## src/rtl/drawing_pkg.sv

```systemverilog
// Shared constants and types for the layered drawing path.
// Holds the default layer count, colour width, colour key, background colour
// and the layer-index type used by the mux and its priority encoder.
package drawing_pkg;

  localparam int unsigned NUM_LAYERS_DEF = 8;
  localparam int unsigned RGB_W_DEF      = 8;
  localparam int unsigned BLINK_LOG2_DEF = 5;
  localparam int unsigned LAYER_ID_W     = $clog2(NUM_LAYERS_DEF);

  localparam logic [RGB_W_DEF-1:0] TRANSPARENT_DEF = 8'hFF;
  localparam logic [RGB_W_DEF-1:0] BG_COLOR_DEF    = 8'h00;

  typedef logic [LAYER_ID_W-1:0] layer_idx_t;

endpackage

```

## src/rtl/layer_priority_enc.sv

```systemverilog
// Combinational priority encoder: lowest set bit of the qualified vector wins.
// Ports:
//   qualified - per-layer qualified flags (bit 0 = highest priority)
//   found     - at least one layer is qualified
//   index     - index of the winning layer (0 when none)
module layer_priority_enc
  import drawing_pkg::*;
#(
  parameter int unsigned NUM_LAYERS = NUM_LAYERS_DEF
) (
  input  logic [NUM_LAYERS-1:0]         qualified,
  output logic                          found,
  output logic [$clog2(NUM_LAYERS)-1:0] index
);

  localparam int unsigned ID_W = $clog2(NUM_LAYERS);

  // Ascending scan; the first hit locks out every higher index.
  always_comb begin
    found = 1'b0;
    index = '0;
    for (int i = 0; i < int'(NUM_LAYERS); i++) begin
      if (qualified[i] && !found) begin
        found = 1'b1;
        index = ID_W'(i);
      end
    end
  end

endmodule

```

## src/rtl/layered_draw_mux.sv

```systemverilog
// Two-stage layered pixel mux with colour keying, per-layer enable/blink,
// and per-frame collision reporting.
// Ports:
//   clk, reset     - clock and asynchronous active-high reset
//   drawRequest    - per-layer draw request
//   RGB            - per-layer colour
//   layerEnable    - per-layer visibility mask
//   blinkEnable    - per-layer blink mode
//   startOfFrame   - one-cycle pulse at frame start
//   drawRequestOut - some qualified layer drew (2-cycle latency)
//   RGBOut         - winning colour, or background
//   layerIdOut     - winning layer index, or 0
//   collisionOut   - previous frame's per-layer overlap flags
module layered_draw_mux
  import drawing_pkg::*;
#(
  parameter int unsigned          NUM_LAYERS  = NUM_LAYERS_DEF,
  parameter int unsigned          RGB_W       = RGB_W_DEF,
  parameter logic [RGB_W-1:0]     TRANSPARENT = TRANSPARENT_DEF,
  parameter logic [RGB_W-1:0]     BG_COLOR    = BG_COLOR_DEF,
  parameter int unsigned          BLINK_LOG2  = BLINK_LOG2_DEF
) (
  input  logic                                clk,
  input  logic                                reset,
  input  logic [NUM_LAYERS-1:0]               drawRequest,
  input  logic [NUM_LAYERS-1:0][RGB_W-1:0]    RGB,
  input  logic [NUM_LAYERS-1:0]               layerEnable,
  input  logic [NUM_LAYERS-1:0]               blinkEnable,
  input  logic                                startOfFrame,
  output logic                                drawRequestOut,
  output logic [RGB_W-1:0]                    RGBOut,
  output logic [$clog2(NUM_LAYERS)-1:0]       layerIdOut,
  output logic [NUM_LAYERS-1:0]               collisionOut
);

  localparam int unsigned ID_W = $clog2(NUM_LAYERS);

  logic [BLINK_LOG2-1:0]             frame_cnt;
  logic                              blink_phase;
  logic [NUM_LAYERS-1:0]             qual_c;
  logic [NUM_LAYERS-1:0]             qual_q;
  logic [NUM_LAYERS-1:0][RGB_W-1:0]  rgb_q;
  logic [NUM_LAYERS-1:0]             hits_c;
  logic [NUM_LAYERS-1:0]             collision_acc;
  logic                              enc_found;
  logic [ID_W-1:0]                   enc_index;

  assign blink_phase = frame_cnt[BLINK_LOG2-1];

  // Layer qualification on the raw inputs (blink hides during the upper half-period).
  always_comb begin
    qual_c = '0;
    for (int i = 0; i < int'(NUM_LAYERS); i++) begin
      qual_c[i] = drawRequest[i] & layerEnable[i] & (RGB[i] != TRANSPARENT)
                & ~(blinkEnable[i] & blink_phase);
    end
  end

  // A layer collides when any lower-index layer is also qualified in the same pixel.
  always_comb begin
    logic lower;
    lower  = 1'b0;
    hits_c = '0;
    for (int i = 0; i < int'(NUM_LAYERS); i++) begin
      hits_c[i] = qual_q[i] & lower;
      lower     = lower | qual_q[i];
    end
  end

  layer_priority_enc #(
    .NUM_LAYERS (NUM_LAYERS)
  ) u_enc (
    .qualified (qual_q),
    .found     (enc_found),
    .index     (enc_index)
  );

  // Stage 1: qualified vector and colours.
  always_ff @(posedge clk or posedge reset) begin
    if (reset) begin
      qual_q <= '0;
      rgb_q  <= '0;
    end else begin
      qual_q <= qual_c;
      rgb_q  <= RGB;
    end
  end

  // Stage 2: priority-selected output pixel.
  always_ff @(posedge clk or posedge reset) begin
    if (reset) begin
      drawRequestOut <= 1'b0;
      RGBOut         <= BG_COLOR;
      layerIdOut     <= '0;
    end else begin
      drawRequestOut <= enc_found;
      RGBOut         <= enc_found ? rgb_q[enc_index] : BG_COLOR;
      layerIdOut     <= enc_found ? enc_index : '0;
    end
  end

  // Frame counter drives the blink phase; wraps naturally.
  always_ff @(posedge clk or posedge reset) begin
    if (reset) begin
      frame_cnt <= '0;
    end else if (startOfFrame) begin
      frame_cnt <= frame_cnt + 1'b1;
    end
  end

  // Sticky collision accumulator; frame-start snapshot includes this cycle's hits.
  always_ff @(posedge clk or posedge reset) begin
    if (reset) begin
      collision_acc <= '0;
      collisionOut  <= '0;
    end else if (startOfFrame) begin
      collisionOut  <= collision_acc | hits_c;
      collision_acc <= '0;
    end else begin
      collision_acc <= collision_acc | hits_c;
    end
  end

endmodule

```

## config.mk

```make
export PLATFORM = sky130hd
export DESIGN_NAME = layered_draw_mux
export DESIGN_NICKNAME = d
export VERILOG_FILES = /design/src/rtl/drawing_pkg.sv /design/src/rtl/layer_priority_enc.sv /design/src/rtl/layered_draw_mux.sv
export SDC_FILE = /design/constraint.sdc
export NUM_CORES = 1
export LEC_CHECK = 0
export CAP_MARGIN = 40
export CORE_ASPECT_RATIO = 0.5
export CORE_UTILIZATION = 44
export CTS_BUF_LIST = sky130_fd_sc_hd__clkbuf_2
export CTS_CLUSTER_SIZE = 24
export DETAILED_ROUTE_END_ITERATION = 7
export GPL_TIMING_DRIVEN = 0
export PLACE_DENSITY_LB_ADDON = 0.2
export SYNTH_ARGS = -nofsm -noshare
export SYNTH_HDL_FRONTEND = slang
export SYNTH_SLANG_ARGS = --single-unit
```

## constraint.sdc

```tcl
create_clock -name clk -period 3.1 [get_ports clk]
set_clock_uncertainty 0.15 [all_clocks]
set_input_delay 0.465 -clock clk [delete_from_list [all_inputs] [get_ports clk]]
set_output_delay 0.465 -clock clk [all_outputs]
set_load 0.01 [all_outputs]
```

==> results of run 1 <==
Yosys cell counts, types with 2 or more instances:
cell / instances
mux2_2: 9
o2111a_1: 8
buf_6: 4
a21oi_1: 14
o221ai_1: 8
xnor2_1: 3
nor2_1: 17
nand4_1: 18
clkbuf_1: 4
inv_1: 2
a22oi_1: 16
dfrtp_1: 103
mux2i_1: 16
nand2_1: 10
o21ai_1: 2
nor3_1: 2
state kept, by name (all words and copies together), names as in the netlist:
| name | count |
|---|---|
| collisionOut | 7 |
| layerIdOut | 3 |
| rgb_q | 64 |
| collision_acc | 7 |
| qual_q | 8 |
| drawRequestOut | 1 |
| RGBOut | 8 |
| frame_cnt | 5 |
report_power, final:
group | leakage (nW) | internal, mW | switching (mW)
clock network | 0.0733 | 0.181 | 0.420
logic | 0.828 | 0.413 | 0.343
registers | 1.23 | 1.50 | 0.0750
per-stage QoR:
step	power (mW)	utilization [%]	hold slack, ns
floorplan	1.98	-	0.296
global placement	2.33	60.9	0.311
detailed placement	2.36	61.7	0.324
CTS	2.95	63.0	0.00125
global route	3.09	63.2	0.0816
finish	2.93	63.2	0.108
logic make-up after synthesis:
| group | synth area share [%] |
|---|---|
| adder cells (fa/ha/maj) | 0.340 |
| AO/OA/AOI/OAI | 10.6 |
| other | 0.102 |
| XOR/XNOR | 0.952 |
| buffers and inverters | 2.31 |
| multiplexers | 7.11 |
| AND/OR/NAND/NOR | 8.54 |
| flip-flops | 70.0 |
worst max-delay path by stage:
stage | start | end | slack [ns] | cells past startpoint
final | collisionOut[2] | collisionOut[2] | 0.95 | 1
after detailed placement | qual_q[2] | RGBOut[5] | 1.17 | 6
after floorplan | reset | RGBOut[0] | 1.25 | 1
after global placement | reset | rgb_q[24] | 0.38 | 2
after CTS | collisionOut[1] | collisionOut[1] | 0.91 | 1
after global routing | collisionOut[2] | collisionOut[2] | 0.83 | 1
cell type report:
cell class,instances,share of cell area (%)
clock buffers,9,0.885
well taps,112,2.75
inverters,2,0.221
clock inverters,7,1.23
multi-input cells,139,20.0
flip-flops and latches,103,50.6
plain buffers,11,1.52
repair buffers,112,22.8
metal layers:
metal	GRT usage (%)	wire length, um	up-vias
met3	6.54	378	13
met2	33.8	3930	73
met1	28.3	4010	1226
met4	7.99	144	0
li1	-	-	1177
met5	0	0	-
worst register-to-register path, cell delays in order, from the launching register on:
cell and delay [ns]:
dfrtp_1 0.51, nor3_1 0.24, o21ai_1 0.12, o21ai_2 0.20, buf_6 0.24, mux2i_1 0.29
o221ai_1 0.16
repair_timing:
| action | 4_1_cts | 5_1_grt |
|---|---|---|
| hold buffers | 0 | 1 |
| endpoints found under the setup margin | 0 | 0 |
| resized for setup | 0 | 0 |
| endpoints found under the hold margin | 0 | 14 |
==> impl_metrics.toml, run 1 <==
[synthesis]
synth-warning-count = 0
synth.avg_cell_area_um2 = 14.4
synth_seq_cells = 103
syn_inst = 255
synth_edf_count = 0
yosysSeqAreaShare_pct = 70.0
synth-async-reset-ratio_pct = 100
synth_largest_area_cell = "dfrtp_1"
synthTopCellsByArea = "dfrtp_1, mux2i_1, a22oi_1"
netlist.area_leader.share_pct = 70.0
syn-num-nets = 347
netlist_area_mm2 = 0.00368
synth_ff_type = "dfrtp_1"
synth_cell_types = 35

[critical_path]
crit_chain = "clkdlybuf4s50_1"
cp.required_ns = 2.48
r2r_start = "qual_q[2]"
crit_type = "flop to output port"
rr_endpoint = "RGBOut[5]"
r2r_cells = 6
crit_path_start_kind = "flop"
slowest_delay_ns = 0.54
path_buf_inv = 1
cp_max_fo = 2
cpLargestDelayFamily = "buffers and inverters"
crit_slowest_cell = "clkdlybuf4s50_1"
worst-r2r-setup-slack_ns = 1.06
endpoint_kind = "output port"
cp.arrival_ns = 1.53

[sta]
max_freq_mhz = 465
rsz0062_at_grt = "no"
maxSlewViolCount = 0
fin_crit_ns = 2.15
fin_crit_sh_pct = 69.3
setup_violations = 0
hold_viol_final = 0
tightest_slew_ns = 0.755
tns_ns = 0
setup_ws_ns = 0.951
slew_headroom_pct = 49.3

[die]
coreArea_mm2 = 0.00806
start_util_pct = 45.7
fp.dieH_um = 66.7
fp-row-count = 23
die_x_um = 131
ios = 111
dieArea_mm2 = 0.00876

[cts]
root_buffer = "clkbuf_2"
path_clk_slew_ns = 0.26
ctsLongestPathBuffers = 2
clk_latency_ns = 0.59
cts_tree = "yes"
h-tree-depth = 3
cts_setup_buffers = 0
cts_sinks = 103
cts-buffers-inserted = 9

[global_route]
grt_antenna_before_repair = 0
grt_pass1_vias = 2554
overflow = 0
grt_max_degree = 36
grt_pass1_wl_um = 13400
grt_usage_pct = 21.4

[route]
antenna_left = 0
vias_per_cell = 5.03
vias = 2489
first_iter_violations = 122
first_pass_iters = 6
drt-total-wl_um = 8470
wl_per_cell_um = 17.1
drcViolationCount = 2

[layout]
multi_input_comb_area_mm2 = 0.00102
final_nets = 470
n_antenna_cell = 0
drive_gt1_share_pct = 11.2
layout.cells.most_common = "clkdlybuf4s50_1"
mostFrequentLayoutCells = "clkdlybuf4s50_1, dfrtp_1, nand4_1, nor2_1"
area_growth_pct = 38.3
finish.instance_area_mm2 = 0.00509
regArea_mm2 = 0.00258
stdcell_count = 495
fill_cells = 636

[run]
drv_cap = 0

[power]
power.density_mw_per_mm2 = 575
peakVddDrop_mv = 0.237
p_leak_nw = 2.13

[place]
place_congestion = 0.872
pre_cts_ws_ns = 1.17
io_buffers = 108
place_area_mm2 = 0.00497
placed_cells = 478
dpl.hpwl_um = 6720

[worst_hold_path]
hold_end = "collisionOut[6]"
min_path_type = "input pin to flop"
min_delay_path_depth = 3
min_from = "startOfFrame"

[outcome]
status = "complete, but fails checks"
violations = "design-rule violations"
Note: power is estimated with default switching activity, not from simulation.
==> inputs of run 2 (changes only) <==
Settings changed: CORE_UTILIZATION 44 to 48.
Clock period 3.1 ns to 2.1 ns, I/O delays scaled along.
==> impl_metrics.toml, run 2 (same netlist as run 1, synthesis figures left out) <==
[critical_path]
cp.arrival_ns = 1.55
endpoint_kind = "output port"
r2r_cells = 6
slowest_delay_ns = 0.56
cp_max_fo = 2
crit_slowest_cell = "clkdlybuf4s50_1"
crit_path_start_kind = "flop"
path_buf_inv = 1
worst-r2r-setup-slack_ns = 0.14
crit_type = "flop to output port"
crit_cells = 1
crit_chain = "clkdlybuf4s50_1"
cpLargestDelayFamily = "buffers and inverters"
cp.required_ns = 1.63

[layout]
multi_input_comb_area_mm2 = 0.00102
drive_gt1_share_pct = 11.2
top_register = "rgb_q"
regArea_mm2 = 0.00258
area_growth_pct = 51.9
top_regs = "rgb_q (64), RGBOut (8), qual_q (8)"
largest_reg_flops = 64
final_nets = 516
fill_cells = 469
layout.cells.most_common = "clkdlybuf4s50_1"
utilization_pct = 75.8
mostFrequentLayoutCells = "clkdlybuf4s50_1, dfrtp_1, dlygate4sd3_1, nand4_1, nor2_1"

[place]
io_buffers = 108
place_congestion = 0.757
dpl.hpwl_um = 6620

[route]
first_pass_iters = 7
drt-total-wl_um = 9440
antenna_left = 0
wl_per_cell_um = 17.9
drcViolationCount = 0
vias = 2756
first_iter_violations = 132
vias_per_cell = 5.24

[power]
power.density_mw_per_mm2 = 843
p_leak_nw = 2.35
peakVddDrop_mv = 0.443
power_mw = 4.71

[global_route]
grt_pass1_vias = 2879
grt_antenna_before_repair = 1
overflow = 0
grt_usage_pct = 25.6
grt_max_degree = 37
grt_pass1_wl_um = 14800

[die]
die_x_um = 126
start_util_pct = 49.9
ios = 111
coreArea_mm2 = 0.00738
fp-row-count = 22
fp.dieH_um = 63.9
dieArea_mm2 = 0.00804

[sta]
rsz0062_at_grt = "no"
setup_violations = 0
tightest_slew_ns = 0.555
maxSlewViolCount = 0
fin_crit_ns = 2.01
max_freq_mhz = 496
slew_headroom_pct = 63.0
tns_ns = 0
hold_viol_final = 0
fin_crit_sh_pct = 95.9

[cts]
cts_tree = "yes"
h-tree-depth = 3
cts-buffers-inserted = 9
ctsLongestPathBuffers = 2
clk_latency_ns = 0.58
cts_sinks = 103
path_clk_slew_ns = 0.26
root_buffer = "clkbuf_2"

[run]
drv_cap = 0

[worst_hold_path]
min_delay_path_depth = 1
min_path_type = "input pin to flop"

[outcome]
status = "completed"
[run 2: path summary, 6_finish.rpt]
kind | from | to
hold / removal | RGB[33] | rgb_q[33]
setup / recovery | collisionOut[3] | collisionOut[3]
setup reg to reg | qual_q[2] | RGBOut[3]
max in group asynchronous | reset | collisionOut[6]
hold reg to reg | frame_cnt[2] | frame_cnt[2]
min in group asynchronous | reset | RGBOut[0]
[run 2: routing by layer]
layer / vias up / global-route usage [%] / share of wire (%)
met5: - / 0 / 0
met4: 0 / 9.19 / 1.4
met3: 12 / 6.53 / 5.4
met2: 97 / 41.8 / 47
met1: 1376 / 33.7 / 46
li1: 1271 / - / -
[run 2: layout make-up]
type	count	area share (%)
Antenna cell	1	0.0448
Buffer	11	1.39
Clock buffer	9	0.806
Clock inverter	7	2.15
Inverter	2	0.201
Multi-Input combinational cell	139	18.3
Sequential cell	103	46.1
Tap cell	96	2.15
Timing Repair Buffer	158	28.9
[run 2: timing repair]
action,4_1_cts,5_1_grt
gates resized for setup,0,2
hold buffers,44,1
endpoints found under the hold margin,62,1
buffers inserted,0,2
setup endpoints to repair,0,1
[run 2: report_power, final]
| part | internal (mW) | switching (mW) | total [mW] |
|---|---|---|---|
| logic | 0.677 | 0.539 | 1.22 |
| registers | 2.21 | 0.119 | 2.33 |
| clock network | 0.516 | 0.648 | 1.16 |
| total | 3.40 | 1.31 | 4.71 |
[run 2: through the flow]
stage	instances	setup WS, ns	hold WS, ns	instance area (um^2)
2_1_floorplan	255	0.391	0.196	3680
3_3_place_gp	459	-0.470	0.311	4880
3_5_place_dp	462	0.164	0.321	4950
4_1_cts	522	0.0372	0.00441	5560
5_1_grt	526	0.00262	0.00897	5590
6_report	526	0.0852	0.0372	5590
[run 2: worst register-to-register path, stage by stage, from the launching register on]
cell and delay [ns]:
dfrtp_2 0.51, inv_1 0.07, a21oi_1 0.07, o21ai_2 0.36, buf_6 0.24, mux2i_1 0.28, o221ai_1 0.17
==> inputs of run 3 (changes only) <==
Settings changed: CTS_CLUSTER_SIZE 24 to 40, RECOVER_POWER set to 50.
==> impl_metrics.toml, run 3 (same netlist as run 1, synthesis figures left out) <==
[sta]
maxSlewViolCount = 0
hold_viol_final = 0
rsz0062_at_grt = "no"
setup_violations = 0
slew_headroom_pct = 53.8
fin_crit_ns = 2.01
setup_ws_ns = 0.0939
fin_crit_sh_pct = 95.5
max_freq_mhz = 498
tightest_slew_ns = 0.689

[place]
placed_cells = 462
pre_cts_ws_ns = 0.164
io_buffers = 108
dpl.hpwl_um = 6620
place_congestion = 0.757
place_area_mm2 = 0.00495

[global_route]
grt_use_met1_pct = 33.7
grt_antenna_before_repair = 1
grt_usage_pct = 25.6
met3_usage_pct = 6.53
grtUsageMet2_pct = 41.8
grt_pass1_wl_um = 14800
grt_pass1_vias = 2879
grt_max_degree = 37
overflow = 0
busiest_layer = "met2"

[die]
die_x_um = 126
start_util_pct = 49.9
fp.dieH_um = 63.9
ios = 111
fp-row-count = 22
dieArea_mm2 = 0.00804
coreArea_mm2 = 0.00738

[critical_path]
crit_type = "flop to output port"
path_buf_inv = 1
crit_slowest_cell = "clkdlybuf4s50_1"
cp.required_ns = 1.63
worst-r2r-setup-slack_ns = 0.16
crit_path_start_kind = "flop"
cpLargestDelayFamily = "buffers and inverters"
endpoint_kind = "output port"
slowest_delay_ns = 0.56
cp_max_fo = 2
cp.arrival_ns = 1.54
crit_chain = "clkdlybuf4s50_1"

[route]
vias_per_cell = 5.25
antenna_left = 0
first_iter_violations = 127
wl_per_cell_um = 17.8
drt-total-wl_um = 9370
drcViolationCount = 0
first_pass_iters = 6
vias = 2763

[cts]
cts_sinks = 103
root_buffer = "clkbuf_2"
ctsLongestPathBuffers = 2
clk_latency_ns = 0.57
h-tree-depth = 3
cts-buffers-inserted = 9
cts_tree = "yes"
path_clk_slew_ns = 0.26

[layout]
mostFrequentLayoutCells = "dlygate4sd3_1, dfrtp_1, clkdlybuf4s50_1, nand4_1, nor2_1"
final_nets = 516
finish.instance_area_mm2 = 0.00559
fill_cells = 468
layout.cells.most_common = "dlygate4sd3_1"
top_register = "rgb_q"
utilization_pct = 75.7
multi_input_comb_area_mm2 = 0.00102
stdcell_count = 526
regArea_mm2 = 0.00258
largest_reg_flops = 64
area_growth_pct = 51.9
drive_gt1_share_pct = 11.2
top_regs = "rgb_q (64), RGBOut (8), qual_q (8)"

[power]
power.density_mw_per_mm2 = 837
p_leak_nw = 2.36
power_mw = 4.68
peakVddDrop_mv = 0.441

[worst_hold_path]
min_path_type = "input pin to flop"

[run]
drv_cap = 0

[outcome]
status = "completed"
-- run 3: layout make-up --
type,instances,share of cell area (%)
tap,96,2.15
buffer,11,1.39
sequential,103,46.1
clock inverter,7,2.15
clock buffer,9,0.806
antenna,1,0.0448
multi-input combinational,139,18.3
timing repair buffer,158,28.9
inverter,2,0.157
-- run 3: report_power, final --
part / leakage (nW) / switching [mW] / internal [mW]
sequential: 1.23 / 0.119 / 2.21
clock: 0.0925 / 0.646 / 0.516
combinational: 1.04 / 0.533 / 0.652
total: 2.36 / 1.30 / 3.38
-- run 3: worst paths after layout --
path	cells after the start	to	startpoint
setup / recovery	1	collisionOut[3]	collisionOut[3]
hold / removal	2	qual_q[4]	layerEnable[4]
setup reg to reg	6	RGBOut[3]	qual_q[2]
hold reg to reg	1	frame_cnt[2]	frame_cnt[2]
max in group asynchronous	6	rgb_q[11]	reset
min in group asynchronous	3	layerIdOut[0]	reset
-- run 3: routing by layer --
metal	wire length [um]	part of all wire (%)
met1	4290	46
met2	4440	47
met3	470	5.0
met4	166	1.8
met5	0	0
-- run 3: metrics by stage --
step | setup TNS (ns) | hold WS (ns)
2_1_floorplan | 0 | 0.196
3_3_place_gp | -47.54 | 0.311
3_5_place_dp | 0 | 0.321
4_1_cts | 0 | 0.00441
5_1_grt | 0 | 0.0594
6_report | 0 | 0.104
-- run 3: what timing repair did --
action                     in CTS  in global routing
hold endpoints to repair       62                  1
gates resized for setup         0                  2
setup buffers                   0                  2
hold buffers                   44                  1
setup endpoints to repair       0                  1
